[src/rtl/serial_subtractor.sv]
// Bit-serial subtractor: computes a - b - bin one bit per clock, LSB first,
// with a start/busy/done handshake and registered results.
module serial_subtractor #(
  parameter int unsigned WIDTH = 8
) (
  input  logic             clk,
  input  logic             rst_n,
  input  logic             start,
  input  logic [WIDTH-1:0] a,
  input  logic [WIDTH-1:0] b,
  input  logic             bin,
  output logic             busy,
  output logic             done,
  output logic [WIDTH-1:0] diff,
  output logic             bout
);

  localparam int unsigned CW = (WIDTH > 1) ? $clog2(WIDTH) : 1;

  typedef enum logic [1:0] {
    IDLE = 2'd0,
    RUN  = 2'd1,
    DONE = 2'd2
  } state_t;

  state_t           state;
  logic [WIDTH-1:0] sa;
  logic [WIDTH-1:0] sb;
  logic [WIDTH-1:0] res;
  logic             br;
  logic [CW-1:0]    cnt;

  logic             d_c;
  logic             br_nxt_c;
  logic [WIDTH-1:0] res_nxt_c;
  logic             last_c;

  // Full-subtractor cell on the current LSBs plus the borrow flop
  assign d_c       = sa[0] ^ sb[0] ^ br;
  assign br_nxt_c  = (~sa[0] & sb[0]) | (~(sa[0] ^ sb[0]) & br);
  assign res_nxt_c = {d_c, res[WIDTH-1:1]};
  assign last_c    = (cnt == CW'(WIDTH - 1));

  always_ff @(posedge clk) begin
    if (!rst_n) begin
      state <= IDLE;
      sa    <= '0;
      sb    <= '0;
      res   <= '0;
      br    <= 1'b0;
      cnt   <= '0;
      busy  <= 1'b0;
      done  <= 1'b0;
      diff  <= '0;
      bout  <= 1'b0;
    end else begin
      done <= 1'b0;
      case (state)
        // DONE accepts a new start exactly like IDLE
        IDLE, DONE: begin
          if (start) begin
            sa    <= a;
            sb    <= b;
            br    <= bin;
            cnt   <= '0;
            state <= RUN;
            busy  <= 1'b1;
          end else begin
            state <= IDLE;
            busy  <= 1'b0;
          end
        end
        RUN: begin
          sa  <= sa >> 1;
          sb  <= sb >> 1;
          res <= res_nxt_c;
          br  <= br_nxt_c;
          if (last_c) begin
            state <= DONE;
            busy  <= 1'b0;
            done  <= 1'b1;
            diff  <= res_nxt_c;
            bout  <= br_nxt_c;
          end else begin
            cnt <= cnt + CW'(1);
          end
        end
        default: begin
          state <= IDLE;
          busy  <= 1'b0;
        end
      endcase
    end
  end

endmodule

[config.mk]
export PLATFORM = sky130hd
export DESIGN_NAME = serial_subtractor
export DESIGN_NICKNAME = d
export VERILOG_FILES = /design/src/rtl/serial_subtractor.sv
export SDC_FILE = /design/constraint.sdc
export NUM_CORES = 1
export LEC_CHECK = 0
export ABC_AREA = 0
export BUFFER_PORTS_ARGS = -buffer_cell sky130_fd_sc_hd__buf_2
export CORE_AREA = 2 2 57 59
export DETAILED_ROUTE_END_ITERATION = 7
export DIE_AREA = 0 0 59 61
export MAX_ROUTING_LAYER = met4
export PLACE_DENSITY = 0.76
export SETUP_SLACK_MARGIN = 0.5
export SYNTH_ARGS = -nofsm -noshare
export SYNTH_HDL_FRONTEND = slang
export SYNTH_SLANG_ARGS = --single-unit
[constraint.sdc]
create_clock -name clk -period 2 [get_ports clk]
set_clock_uncertainty 0.1 [all_clocks]
set_input_delay 0.1 -clock clk [delete_from_list [all_inputs] [get_ports clk]]
set_output_delay 0.1 -clock clk [all_outputs]
set_load 0.005 [all_outputs]
==> impl_metrics.py <==
metrics = {
    "run_status": {
        "status": "completed",
    },
    "synthesis": {
        "synth_nets": 213,
        "yosysWarnings": 0,
        "yosysUniqueCellTypes": 22,
        "synth_area_um2": 1550,
        "ys_seq_area_share_pct": 50.5,
        "synth-seq-cells": 39,
        "avgSynthCellArea_um2": 8.13,
        "syn_inst": 190,
    },
    "clock_network": {
        "clk_latency_ns": 0.33,
        "numCtsBuffers": 5,
        "cts.clk_slew.worst_paths_ns": 0.11,
        "cts_tree": "yes",
        "clock_path_buffers": 2,
        "htree_num_levels": 2,
        "clock-root-buffer": "clkbuf_4",
        "clock-sinks": 39,
    },
    "floorplanning": {
        "die_y_um": 61,
        "fp-row-count": 20,
        "start_util_pct": 52.3,
        "pin_count": 31,
        "die-area_um2": 3600,
        "core_um2": 2950,
        "die_x_um": 59,
    },
    "flow_run": {
        "maxCapViolCount": 0,
    },
    "sta": {
        "hold_violations": 0,
        "fmax_mhz": 708,
        "drv_slew": 0,
        "setup_tns_ns": 0,
        "worst_pin_slew_ns": 0.425,
        "min_period_ns": 1.41,
        "period_share_pct": 70.6,
        "setup_violations": 0,
        "slew_headroom_pct": 71.6,
        "rsz0062_at_grt": "no",
    },
    "routing": {
        "via_per_inst": 5.15,
        "wl_per_cell_um": 12.3,
        "drt_iter0_markers": 32,
        "dr.pass1.iters": 4,
        "wl_um": 3350,
        "drcViolationCount": 0,
        "num_vias": 1401,
        "final_antenna_net_count": 0,
    },
    "final_layout": {
        "finalNetCount": 261,
        "synthToLayoutAreaGrowth_pct": 28.4,
        "drive_above_1_share_pct": 20.5,
        "diodes": 0,
    },
    "critical_path": {
        "critPathLaunchType": "flop",
        "end_kind": "flop",
        "path_class": "flop to flop",
        "worst_ep_arrival_time_ns": 1.52,
        "critical_path_required_ns": 2.10,
        "cp_max_fo": 7,
    },
    "grt": {
        "grt_max_degree": 40,
        "grt_pass1_wl_um": 5440,
        "grtUsageTotal_pct": 21.2,
        "grt_overflow": 0,
        "grt_pass1_vias": 1266,
        "antenna_found_initial": 0,
    },
    "pwr": {
        "leakage_uw": 0.000785,
        "p_per_area_nw_per_um2": 743,
        "totalPowerFinal_uw": 1480,
        "vdd_drop_max_uv": 404,
    },
    "min_path": {
        "min_path_type": "input pin to flop",
    },
    "placement": {
        "portBuffers": 30,
        "gp_congestion": 0.731,
        "hpwl_um": 2000,
    },
}
## repair_timing
action                                  in CTS  in global routing
endpoints found under the hold margin       17                  0
endpoints found under the setup margin      14                 10
pin swaps                                    2                  1
resized for setup                            3                  2
buffers inserted                             4                  0
hold buffers                                17                  0
cloned                                       0                  0
## area by class of cell
| type | instances | area [um^2] |
|---|---|---|
| tap | 33 | 41.3 |
| fill | 242 | 968 |
| sequential | 39 | 781 |
| timing repair buffer | 55 | 384 |
| inverter | 3 | 11.3 |
| clock buffer | 8 | 68.8 |
| multi-input combinational | 134 | 698 |
## critical path, stage by stage (launching register included)
cell and delay [ns]:
dfxtp_1 0.34, ha_2 0.20, ha_4 0.17, nor3b_4 0.27, nand3b_1 0.15, a21oi_1 0.06
## state kept, by name (all words and copies together) (netlist names)
signal,flops
state,1
diff,8
busy,1
bout,1
res,7
done,1
sb,8
sa,8
br,1
cnt,3
## per-layer routing
layer / GRT usage [%] / share of wire (%)
met5: - / 0
met4: 8.77 / 1.5
met3: 4.69 / 3.1
met2: 35.2 / 49
met1: 24.7 / 46
## power by group
group / switching (uW) / leakage [uW] / internal (uW)
combinational: 103 / 0.000428 / 90.0
clock: 239 / 0.0000386 / 207
sequential: 21.0 / 0.000318 / 815
total: 363 / 0.000785 / 1110
## final timing paths
check | from | end | slack, ns | cells after the start
max | cnt[0]$_SDFFE_PN0P_ | cnt[1]$_SDFFE_PN0P_ | 0.59 | 5
max reg2reg | cnt[0]$_SDFFE_PN0P_ | cnt[1]$_SDFFE_PN0P_ | 0.59 | 5
min | rst_n | sb[4]$_SDFFE_PN0P_ | 0.02 | 3
min reg2reg | diff[1]$_SDFFE_PN0P_ | diff[1]$_SDFFE_PN0P_ | 0.35 | 2
## cell usage in the layout, fill, tap and decap left out
cell and count:
a2bb2oi_1 1, dfxtp_1 39, ha_4 1, nand2_1 54, fa_1 1, clkbuf_8 2, buf_6 1, ha_2 1
nand2b_1 3, clkbuf_4 5, dlygate4sd3_1 17, nand3b_1 4, buf_2 30, buf_4 7, inv_1 2, a31oi_1 14
a21oi_1 22, nor2_1 4, o21ai_0 14, nand3_1 11, inv_2 1, clkbuf_1 1, nor3b_4 1, a311oi_1 1
nor2b_1 2
## stage by stage
step                      cell area, um^2  setup slack [ns]  std cells  hold slack [ns]  utilization [%]
after floorplan                      1550             0.582        190            0.136                -
after detailed placement             1690             0.240        243            0.247             57.2
after global placement               1690             0.334        243            0.244             57.2
final                                1980             0.588        272           0.0233             67.2
after global routing                 1980             0.510        272           0.0312             67.2
after CTS                            1980             0.519        272           0.0107             67.0
## cells in the mapped netlist
library cell	instances	area share (%)
buf_2	7	2.3
inv_1	2	0.49
inv_2	1	0.24
buf_1	1	0.24
nand2b_1	3	1.2
a2bb2oi_1	1	0.57
nand2_1	54	13
a21oi_1	22	7.1
nand3_1	11	3.6
nor2b_1	2	0.81
dfxtp_1	39	51
a311oi_1	1	0.57
buf_6	1	0.73
nand3b_1	4	1.9
nor2_1	4	0.97
fa_1	1	1.3
clkbuf_1	3	0.73
a31oi_1	14	5.7
nor3b_2	1	0.81
buf_4	2	0.97
o21ai_0	14	4.5
ha_1	2	1.6
## cells by family after synthesis
logic type	synth area share, %
simple gates	22.4
compound gates	18.5
flops	50.5
buf+inv	5.67
fa+ha+maj	2.91
No activity file was read; power rests on OpenSTA's default activity.
